### src/rtl/heartbeat_pulse_gen.sv
`default_nettype none
// ============================================================================
// Module   : heartbeat_pulse_gen
// Brief    : Tick-timed lub-dub LED driver whose beat period follows a 2-bit rate code.
// Revision : 1.0
// ============================================================================
module heartbeat_pulse_gen #(
  parameter int unsigned LUB_T   = 2,
  parameter int unsigned GAP_T   = 2,
  parameter int unsigned DUB_T   = 1,
  parameter int unsigned PERIOD0 = 8,
  parameter int unsigned PERIOD1 = 16,
  parameter int unsigned PERIOD2 = 24,
  parameter int unsigned PERIOD3 = 32
) (
  input  logic       clk,
  input  logic       rst,
  input  logic [1:0] heartbeat,
  input  logic       tick,
  input  logic       en,
  output logic       led,
  output logic       beat,
  output logic [1:0] active_code,
  output logic [7:0] beat_cnt
);

  localparam int unsigned c_PMAX01 = (PERIOD0 > PERIOD1) ? PERIOD0 : PERIOD1;
  localparam int unsigned c_PMAX23 = (PERIOD2 > PERIOD3) ? PERIOD2 : PERIOD3;
  localparam int unsigned c_PMAX   = (c_PMAX01 > c_PMAX23) ? c_PMAX01 : c_PMAX23;
  localparam int          TCW      = $clog2(c_PMAX + 1);
  localparam int unsigned c_ACTIVE = LUB_T + GAP_T + DUB_T;

  // Terminal counts: a phase ends on the tick seen while tcnt holds its last value.
  localparam logic [TCW-1:0] c_LUB_LAST   = TCW'(LUB_T - 1);
  localparam logic [TCW-1:0] c_GAP_LAST   = TCW'(GAP_T - 1);
  localparam logic [TCW-1:0] c_DUB_LAST   = TCW'(DUB_T - 1);
  localparam logic [TCW-1:0] c_REST0_LAST = TCW'(PERIOD0 - c_ACTIVE - 1);
  localparam logic [TCW-1:0] c_REST1_LAST = TCW'(PERIOD1 - c_ACTIVE - 1);
  localparam logic [TCW-1:0] c_REST2_LAST = TCW'(PERIOD2 - c_ACTIVE - 1);
  localparam logic [TCW-1:0] c_REST3_LAST = TCW'(PERIOD3 - c_ACTIVE - 1);

  typedef enum logic [2:0] {
    S_IDLE = 3'd0,
    S_LUB  = 3'd1,
    S_GAP  = 3'd2,
    S_DUB  = 3'd3,
    S_REST = 3'd4
  } state_t;

  state_t         r_state;
  state_t         w_state_nxt;
  logic [TCW-1:0] r_tcnt;
  logic [TCW-1:0] w_tcnt_nxt;
  logic [TCW-1:0] w_rest_last;
  logic           w_enter_lub;
  logic [1:0]     r_active_code;
  logic [7:0]     r_beat_cnt;
  logic           r_beat;

  always_ff @(posedge clk) begin
    if (rst) begin
      r_state       <= S_IDLE;
      r_tcnt        <= '0;
      r_active_code <= 2'b11;
      r_beat_cnt    <= 8'd0;
      r_beat        <= 1'b0;
    end else begin
      r_state <= w_state_nxt;
      r_tcnt  <= w_tcnt_nxt;
      r_beat  <= w_enter_lub;
      if (w_enter_lub) begin
        r_active_code <= heartbeat;
        r_beat_cnt    <= r_beat_cnt + 8'd1;
      end
    end
  end

  always_comb begin
    w_state_nxt = r_state;
    w_tcnt_nxt  = r_tcnt;
    w_enter_lub = 1'b0;
    w_rest_last = c_REST3_LAST;

    case (r_active_code)
      2'd0:    w_rest_last = c_REST0_LAST;
      2'd1:    w_rest_last = c_REST1_LAST;
      2'd2:    w_rest_last = c_REST2_LAST;
      default: w_rest_last = c_REST3_LAST;
    endcase

    if (tick) begin
      w_tcnt_nxt = r_tcnt + 1'b1;
      case (r_state)
        S_IDLE: begin
          w_tcnt_nxt = '0;
          if (en) begin
            w_state_nxt = S_LUB;
            w_enter_lub = 1'b1;
          end
        end
        S_LUB: begin
          if (r_tcnt == c_LUB_LAST) begin
            w_state_nxt = S_GAP;
            w_tcnt_nxt  = '0;
          end
        end
        S_GAP: begin
          if (r_tcnt == c_GAP_LAST) begin
            w_state_nxt = S_DUB;
            w_tcnt_nxt  = '0;
          end
        end
        S_DUB: begin
          if (r_tcnt == c_DUB_LAST) begin
            w_state_nxt = S_REST;
            w_tcnt_nxt  = '0;
          end
        end
        S_REST: begin
          // en is only consulted here, so a dropped enable still finishes the beat.
          if (r_tcnt == w_rest_last) begin
            w_tcnt_nxt = '0;
            if (en) begin
              w_state_nxt = S_LUB;
              w_enter_lub = 1'b1;
            end else begin
              w_state_nxt = S_IDLE;
            end
          end
        end
        default: begin
          w_state_nxt = S_IDLE;
          w_tcnt_nxt  = '0;
        end
      endcase
    end
  end

  assign led         = (r_state == S_LUB) || (r_state == S_DUB);
  assign beat        = r_beat;
  assign active_code = r_active_code;
  assign beat_cnt    = r_beat_cnt;

endmodule
`default_nettype wire

### config.mk
export PLATFORM = sky130hd
export DESIGN_NAME = heartbeat_pulse_gen
export DESIGN_NICKNAME = d
export VERILOG_FILES = /design/src/rtl/heartbeat_pulse_gen.sv
export SDC_FILE = /design/constraint.sdc
export NUM_CORES = 1
export LEC_CHECK = 0
export ABC_AREA = 1
export CAP_MARGIN = 20
export CORE_MARGIN = 2
export CORE_UTILIZATION = 59
export CTS_BUF_LIST = sky130_fd_sc_hd__clkbuf_4 sky130_fd_sc_hd__clkbuf_8
export DETAILED_ROUTE_END_ITERATION = 16
export PLACE_DENSITY = 0.95
export SETUP_SLACK_MARGIN = 0.4
export SYNTH_ARGS = -nofsm -noshare
export SYNTH_HDL_FRONTEND = slang
export SYNTH_SLANG_ARGS = --single-unit
### constraint.sdc
create_clock -name clk -period 3 [get_ports clk]
set_input_delay 0.6 -clock clk [delete_from_list [all_inputs] [get_ports clk]]
set_output_delay 0.6 -clock clk [all_outputs]
set_load 0.02 [all_outputs]
**Yosys cells after proc, flatten, opt, wreduce, memory -nomap -nowiden**

Cells that the tools add are included.

- Register bits: 20
- Output and inout bits: 12

- Add/subtract/negate cells: 2
- Equal/unequal tests: 13
- Muxes and demuxes: 16
- Reduce and logical (&&, ||, !) cells: 6

Operators with widths:

| operator | count |
|---|---|
| 6-bit two-way mux | 3 |
| 6-bit one-hot mux with 3 select lines | 1 |
| 3-bit two-way mux | 5 |
| 3-bit one-hot mux with 5 select lines | 1 |
| 5-bit one-hot mux with 3 select lines | 1 |
| 2-bit inequality test (second input constant) | 5 |
| 8-bit by 1-bit adder with 8-bit output (second input constant) | 1 |
| 6-bit by 1-bit adder with 6-bit output (second input constant) | 1 |
| 3-bit by 2-bit == test with 1-bit output (second input constant) | 2 |
| 6-bit by 1-bit == test with 1-bit output (second input constant) | 1 |
| 6-bit == test | 1 |
| 6-bit zero test | 1 |
| 6-bit AND reduction | 1 |
| 1-bit two-way mux | 4 |
| 3-bit by 1-bit == test with 1-bit output (second input constant) | 1 |
| 3-bit == test (second input constant) | 1 |
| 3-bit zero test | 1 |
| 2-bit by 1-bit == test with 1-bit output (second input constant) | 1 |
| 2-bit == test (second input constant) | 1 |
| 2-bit zero test | 1 |
| 1-bit one-hot mux with 2 select lines | 1 |
| 2-bit OR reduction | 1 |
| 1-bit logical OR | 1 |

**Logic depth before layout (Yosys ltp)**

Gate-level depths: netlist (run 1).

- Depth after elaboration: 6
- Gate-level depth with buffers: 11
- Mapped depth without buffers: 11

**Worst setup path after synthesis (run 1)**

OpenSTA, ideal clock, no wires.

- Path type: register to register
- Start point: register r_tcnt[0]
- End point: register r_beat_cnt[2], in the netlist beat_cnt[2]
- Library setup time: 68 ps
- Arrival: 1270 ps
- Required time: 2932 ps
- Path slack: 1662 ps
- Cell stages (with the launch flop): 11
- Buffers on the path: 1
- Cell sequence: dfxtp_1 > inv_1 > ha_1 > inv_1 > a21oi_1 > nand3_1 > nand2_1 > nand2_2 > buf_2 > nand2_1 > a21oi_2

- Longest elaborated chain between the ends: 4

RTL lines:

| item | RTL line | RTL |
|---|---|---|
| from (decl) | 52 | `logic [TCW-1:0] r_tcnt;` |
| from (signal assigned) | 69 | `r_tcnt <= w_tcnt_nxt;` |
| 6-bit == test | 121 | `if (r_tcnt == w_rest_last) begin` |
| 1-bit two-way mux | 121 |  |
| 1-bit one-hot mux with 2 select lines | 93 | `case (r_state)` |
| 1-bit two-way mux | 91 | `if (tick) begin` |
| to (signal assigned) | 73 | `r_beat_cnt <= r_beat_cnt + 8'd1;` |
| to (decl) | 57 | `logic [7:0] r_beat_cnt;` |

No other way between the ends.
A chain may end at the register's enable or synchronous reset.

**Worst setup path after layout (run 1)**

- Start point: register r_state[0]
- End point: output led

- Longest elaborated chain between the ends: 2
- Elaborated cells between the ends (all ways): 3
- Those cells by class: eq/ne (2); reduce/logical (1)

RTL lines:

| item | RTL line | RTL |
|---|---|---|
| from (decl) | 50 | `state_t r_state;` |
| from (signal assigned) | 68 | `r_state <= w_state_nxt;` |
| 3-bit by 1-bit == test with 1-bit output / 3-bit by 2-bit == test with 1-bit output (equally long branches) | 139 | `assign led = (r_state == S_LUB) \|\| (r_state == S_DUB);` |
| 1-bit logical OR (*) | 139 |  |
| to (decl) | 21 | `output logic led,` |

Mark *: on every way between the ends. The rest lies on a longest branch, timed or not.

==> results of run 1 <==
[flip-flops by register name (all words and copies together) (netlist names)]
register,cells
beat,1
r_state,3
r_tcnt,6
beat_cnt,8
active_code,2
[synthesized netlist by cell type, drive strengths merged]
master,n,area [µm²]
nand2,57,216
inv,20,75.1
clkinv,1,3.75
dfxtp,20,400
nor3,3,20.0
nand3,12,65.1
a31oi,1,6.26
a21oi,14,81.3
o21ai,4,20.0
ha,5,62.6
nor2,25,98.8
xor2,6,52.6
o22ai,1,6.26
buf,3,27.5
xnor2,1,8.76
clkbuf,1,3.75
[worst max-delay path by stage]
| stage | start | endpoint | slack, ns | cells past startpoint |
|---|---|---|---|---|
| detailed placement | tick | beat_cnt[4] | 0.83 | 7 |
| finish | r_state[0] | led | 0.85 | 3 |
| CTS | r_state[0] | led | 0.84 | 3 |
| global placement | rst | r_tcnt[3] | 0.91 | 4 |
| global route | r_state[0] | led | 0.78 | 3 |
| floorplan | r_tcnt[0] | beat_cnt[2] | 1.66 | 10 |
[cells in the final DEF, fill, tap and decap left out, drive strengths merged]
cell / instances
dfxtp: 20
xnor2: 1
inv: 20
a31oi: 1
clkdlybuf4s50: 17
clkinv: 1
nor3: 3
ha: 5
nor2: 25
nand2: 57
bufinv: 1
o21ai: 4
nand3: 12
a21oi: 14
xor2: 6
clkbuf: 3
o22ai: 1
[metal layers]
layer / vias to the layer above / part of all wire [%] / GRT usage (%) / wire (µm)
li1: 572 / - / - / -
met5: - / 0 / 0 / 0
met4: 0 / 2.0 / 9.73 / 58
met1: 528 / 41 / 36.8 / 1190
met3: 11 / 6.5 / 3.70 / 190
met2: 63 / 50 / 50.9 / 1460
[critical path, stage by stage, from the launching register on]
cell and delay, ns:
dfxtp_1 0.44, inv_1 0.10, nor2_1 0.09, clkdlybuf4s50_1 0.60
[kinds of logic after synthesis]
kind of cell               Yosys count
buffers and inverters               25
and+or+nand+nor                     97
xor gates and xnor gates             7
DFF                                 20
AOI/OAI and AO/OA                   20
adders and majority gates            5
[power by group through the flow]
stage	clock, mW	combinational [mW]	sequential (mW)
after CTS	0.223	0.425	0.360
after global routing	0.235	0.476	0.366
after floorplan	0	0.298	0.370
after global placement	0	0.392	0.359
after detailed placement	0	0.415	0.365
final	0.225	0.425	0.360
[through the flow]
step / hold slack (ns) / cell area, µm² / utilization, %
after floorplan: 0.470 / 1150 / -
after global placement: 0.488 / 1320 / 74.0
after detailed placement: 0.494 / 1320 / 74.0
after CTS: 0.511 / 1370 / 76.9
after global routing: 0.532 / 1370 / 76.9
final: 0.512 / 1370 / 76.9
[cell type report]
type | count | area [µm²]
clock inverters | 1 | 30.0
flip-flops and latches | 20 | 400
inverters | 21 | 78.8
well taps | 25 | 31.3
repair buffers | 17 | 170
clock buffers | 3 | 22.5
multi-input cells | 129 | 638
fillers | 121 | 412
==> flow_summary_export.csv, run 1 <==
group,metric,value,unit
run_status,status,"completed",
cells_and_area,nets,203,
power,ir_worst_vdd,0.000712,V
timing,max_freq,0.465,GHz
critical_path,timing.rr.start,"r_tcnt[0]",
clocking,cts_tree,"done",
floorplan,die_h,48.1,µm
power,comb_power_share,42.0,%
yosys,ys_seq_area_share,34.9,%
timing,setup_viol_count_final,0,
cells_and_area,antenna_cells,0,
critical_path,r2r.worst_path.cells,10,
clocking,clk_latency,0.31,ns
critical_path,cp_data_required_time,2.40,ns
clocking,ctsHoldBuffers,0,
yosys,post_synth_fa_ha_maj_area_fraction,5.45,%
clocking,cts.sinks,20,
critical_path,reg2reg_to,"beat_cnt[4]",
clocking,cts_max_level,1,
timing,fin_crit_sh,71.7,%
cells_and_area,syn2layout_area_growth,19.4,%
timing,setup-tns-final,0,ns
critical_path,startpoint_type,"flop",
floorplan,ios,18,
min_path,hold_depth,2,
routing,wire_per_inst,13.4,µm
critical_path,critPathMaxFanout,5,
place,dpl.hpwl,1960,µm
yosys,syn_area_per_cell,6.60,µm²
floorplan,core-area,0.00178,mm²
global_route,grt_max_degree,13,
timing,rsz0062_at_grt,"no",
timing,drv_slew,0,
floorplan,initial_core_util,64.4,%
power,p_int,594,µW
timing,relSlewSlack,68.4,%
run,cap_violations,0,
yosys,syn-num-nets,185,
min_path,min_from,"beat_cnt[3]",
power,switchingPower,416,µW
timing,min_period,2.15,ns
place,gp_congestion,0.960,
clocking,clockBufferDepth,2,
power,power.total,1.01,mW
global_route,grt_overflow,0,
clocking,cts_setup_buffers,0,
power,swShare,41.2,%
timing,finalHoldViolCount,0,
power,power.leakage,0.603,nW
min_path,hold_class,"flop to flop",
routing,ant_nets,0,
place,pre_cts_slack,0.829,ns
yosys,synth_top_family_by_area,"simple AND/OR/NAND/NOR gates",
timing,setup_ws,0.849,ns
routing,viasPerCell,5.44,
floorplan,die_area,0.00232,mm²
global_route,grt_pass1_vias,1046,
yosys,synthDistinctLibCells,24,
cells_and_area,drive_gt1_share,8.90,%
place,port_buffers,17,
timing,tightest_slew,0.472,ns
floorplan,num_rows,15,
yosys,synth-simple-area-share,34.9,%
floorplan,die_w,48.1,µm
global_route,grt_pass1_wl,4580,µm
routing,wirelength,2900,µm
critical_path,r2r_setup_slack,1.31,ns
min_path,holdPathEnd,"beat_cnt[3]",
power,clkPwrFrac,22.3,%
yosys,netlist_area,0.00115,mm²
cells_and_area,fin_cells,216,
yosys,synth-warning-count,0,
routing,dr.pass1.iters,5,
global_route,gr-usage-all-layers,29.1,%
critical_path,cp.arrival,1.55,ns
clocking,clkTransAtPathRegs,0.13,ns
clocking,cts_resized,0,
global_route,antenna_found_initial,0,
place,place_inst,212,
yosys,synth-compound-area-share,9.91,%
power,pwr-share-seq,35.7,%
yosys,synth_mux_area_share,0,%
routing,vias,1174,
routing,drtIter0Drc,53,
yosys,synth-seq-cells,20,
yosys,netlist_instances,174,
routing,post-route-drc-count,0,
critical_path,worstSetupEndpointType,"output port",
critical_path,criticalPathCategory,"flop to output port",
yosys,synth_xor_area_share,5.34,%
timing,finalClockSkew,0.00888,ns
clocking,numCtsBuffers,3,
power,powerDensity,737,mW/mm²
clocking,clock-root-buffer,"clkbuf_4",
Power figures use the tool's default switching activity.
==> run 2, diff against run 1 <==
--- a/config.mk
+++ b/config.mk
@@ -8,10 +8,10 @@
 export ABC_AREA = 1
 export CAP_MARGIN = 20
 export CORE_MARGIN = 2
-export CORE_UTILIZATION = 59
+export CORE_UTILIZATION = 49
 export CTS_BUF_LIST = sky130_fd_sc_hd__clkbuf_4 sky130_fd_sc_hd__clkbuf_8
 export DETAILED_ROUTE_END_ITERATION = 16
-export PLACE_DENSITY = 0.95
+export PLACE_DENSITY = 0.88
 export SETUP_SLACK_MARGIN = 0.4
 export SYNTH_ARGS = -nofsm -noshare
 export SYNTH_HDL_FRONTEND = slang
==> constraint.sdc (replaced) <==
create_clock -name clk -period 1.9 [get_ports clk]
set_input_delay 0.38 -clock clk [delete_from_list [all_inputs] [get_ports clk]]
set_output_delay 0.38 -clock clk [all_outputs]
set_load 0.02 [all_outputs]
==> run 2 against run 1 <==
Compared with the run above:
- sequential share of layout area down 0.59 points
- clock power up 10%
- largest power group unchanged
- global-route usage down 8.3 points
- count of clock-buffer cells in the layout up 1
- flip-flop and latch count unchanged
==> flow_summary_export.csv, run 2 (synthesized netlist as in run 1, its figures left out) <==
group,metric,value,unit
run_status,status,"completed",
clocking,cts_tree,"done",
cells_and_area,nets,208,
routing,ant_nets,0,
critical_path,reg2reg_to,"active_code[0]",
routing,post-route-drc-count,0,
critical_path,max_stage_delay,0.42,ns
global_route,grt_overflow,0,
timing,max_freq,0.686,GHz
routing,wire_per_inst,11.7,µm
clocking,cts_max_level,1,
floorplan,die_w,52.4,µm
timing,fin_crit_sh,76.8,%
cells_and_area,register_area,407,µm²
critical_path,cp.arrival,1.08,ns
floorplan,die_h,52.4,µm
clocking,ctsHoldBuffers,0,
power,clkPwrFrac,16.3,%
timing,rsz0062_at_grt,"no",
power,power.leakage,0.658,nW
power,p_int,858,µW
clocking,numCtsBuffers,3,
cells_and_area,layout_common_cells,"55 x nand2_1, 23 x nor2_1, 17 x dfxtp_1",
cells_and_area,post-route-util,64.3,%
clocking,cts.sinks,20,
critical_path,startpoint_type,"flop",
cells_and_area,drive_gt1_share,16.3,%
power,comb_power_share,46.4,%
clocking,clockBufferDepth,2,
cells_and_area,syn2layout_area_growth,23.7,%
clocking,clkTransAtPathRegs,0.11,ns
routing,drtIter0Drc,26,
place,port_buffers,17,
critical_path,critPathMaxFanout,5,
floorplan,die_area,0.00275,mm²
critical_path,crit_path_top_delay_cell,"dfxtp_1",
floorplan,initial_core_util,51.9,%
timing,finalClockSkew,0.00637,ns
timing,drv_slew,0,
clocking,clock-root-buffer,"clkbuf_4",
floorplan,num_rows,17,
timing,tightest_slew,0.302,ns
global_route,grt_max_degree,12,
timing,min_period,1.46,ns
power,pwr-share-seq,37.3,%
timing,finalHoldViolCount,0,
cells_and_area,multiInputGateArea,671,µm²
routing,dr.pass1.iters,4,
place,gp_congestion,0.829,
cells_and_area,largest_register_ffs,8,
cells_and_area,antenna_cells,0,
timing,relSlewSlack,79.7,%
critical_path,r2r.worst_path.cells,10,
floorplan,core-area,0.00221,mm²
power,switchingPower,665,µW
run,cap_violations,0,
global_route,grt_pass1_vias,1037,
routing,wirelength,2620,µm
floorplan,ios,18,
critical_path,worstSetupEndpointType,"output port",
routing,viasPerCell,4.98,
critical_path,criticalPathCategory,"flop to output port",
critical_path,cp-endpoint,"beat_cnt[2]",
critical_path,timing.rr.start,"r_tcnt[0]",
cells_and_area,final.fill_count,199,
timing,setup_viol_count_final,0,
min_path,hold_class,"flop to flop",
critical_path,cp-startpoint,"beat_cnt[2]",
timing,setup-tns-final,0,ns
global_route,antenna_found_initial,0,
power,powerDensity,1070,mW/mm²
global_route,grt_pass1_wl,4240,µm
critical_path,crit_family,"flip-flops",
critical_path,critPathBufInv,1,
critical_path,worstPathCellList,"dlygate4sd2_1",
routing,vias,1115,
cells_and_area,final_common_cell,"nand2_1",
place,dpl.hpwl,1940,µm
global_route,gr-usage-all-layers,20.7,%
clocking,clk_latency,0.30,ns
critical_path,path_depth,1,
power,swShare,43.6,%
critical_path,r2r_setup_slack,0.44,ns
critical_path,cp_data_required_time,1.52,ns
power,ir_worst_vdd,0.000623,V
## run 2: cell count changes in the layout (fill, tap and decap cells not counted), moves of 2 or more
| cell | before | now |
|---|---|---|
| buf_4 | 0 | 5 |
| clkdlybuf4s15_1 | 0 | 2 |
| clkdlybuf4s50_1 | 17 | 5 |
| dfxtp_1 | 20 | 17 |
| dfxtp_2 | 0 | 2 |
| dlygate4sd2_1 | 0 | 9 |
## run 2: worst min-delay path by stage
stage                start          end  slack, ns  depth (start not counted)
6_report       beat_cnt[7]  beat_cnt[7]       0.52                          2
3_3_place_gp   beat_cnt[7]  beat_cnt[7]       0.49                          2
4_1_cts        beat_cnt[7]  beat_cnt[7]       0.51                          2
2_1_floorplan    r_tcnt[5]    r_tcnt[5]       0.47                          2
5_1_grt        beat_cnt[7]  beat_cnt[7]       0.54                          2
3_5_place_dp   beat_cnt[7]  beat_cnt[7]       0.50                          2
## run 2: per-layer routing
metal / up-vias / wire (µm) / share of wire (%) / global-route usage [%]
met3: 3 / 111 / 4.2 / 4.00
met5: - / 0 / 0 / 0
met4: 0 / 19 / 0.72 / 7.69
met1: 496 / 1170 / 45 / 25.2
met2: 30 / 1320 / 50 / 35.8
li1: 586 / - / - / -
## run 2: power by group through the flow
stage / Combinational, mW / Sequential, mW / Clock [mW]
CTS: 0.687 / 0.562 / 0.248
floorplan: 0.470 / 0.585 / 0
finish: 0.706 / 0.569 / 0.248
global route: 0.800 / 0.578 / 0.263
detailed placement: 0.665 / 0.574 / 0
global placement: 0.634 / 0.569 / 0
## run 2: final cells by class
class                   count  share of cell area, %
repair buffers             22                   13.5
flip-flops and latches     20                   28.6
clock buffers               4                   2.55
multi-input cells         129                   47.2
well taps                  28                   2.46
inverters                  21                   5.72
## run 2: metrics by stage
stage / cell area (µm²) / std cells / worst slack [ns] / hold slack (ns) / power, mW
final: 1420 / 224 / 0.441 / 0.517 / 1.52
after global routing: 1420 / 224 / 0.384 / 0.537 / 1.64
after detailed placement: 1350 / 218 / 0.101 / 0.499 / 1.24
after floorplan: 1150 / 174 / 0.562 / 0.470 / 1.05
after global placement: 1350 / 218 / 0.175 / 0.488 / 1.20
after CTS: 1390 / 224 / 0.281 / 0.509 / 1.50
## run 2: timing repair
| item | in CTS | in global routing |
|---|---|---|
| pin swaps | 1 | 2 |
| gates resized for setup | 18 | 11 |
| gates cloned | 0 | 0 |
| endpoints found under the setup margin | 29 | 20 |
| buffers inserted | 2 | 0 |
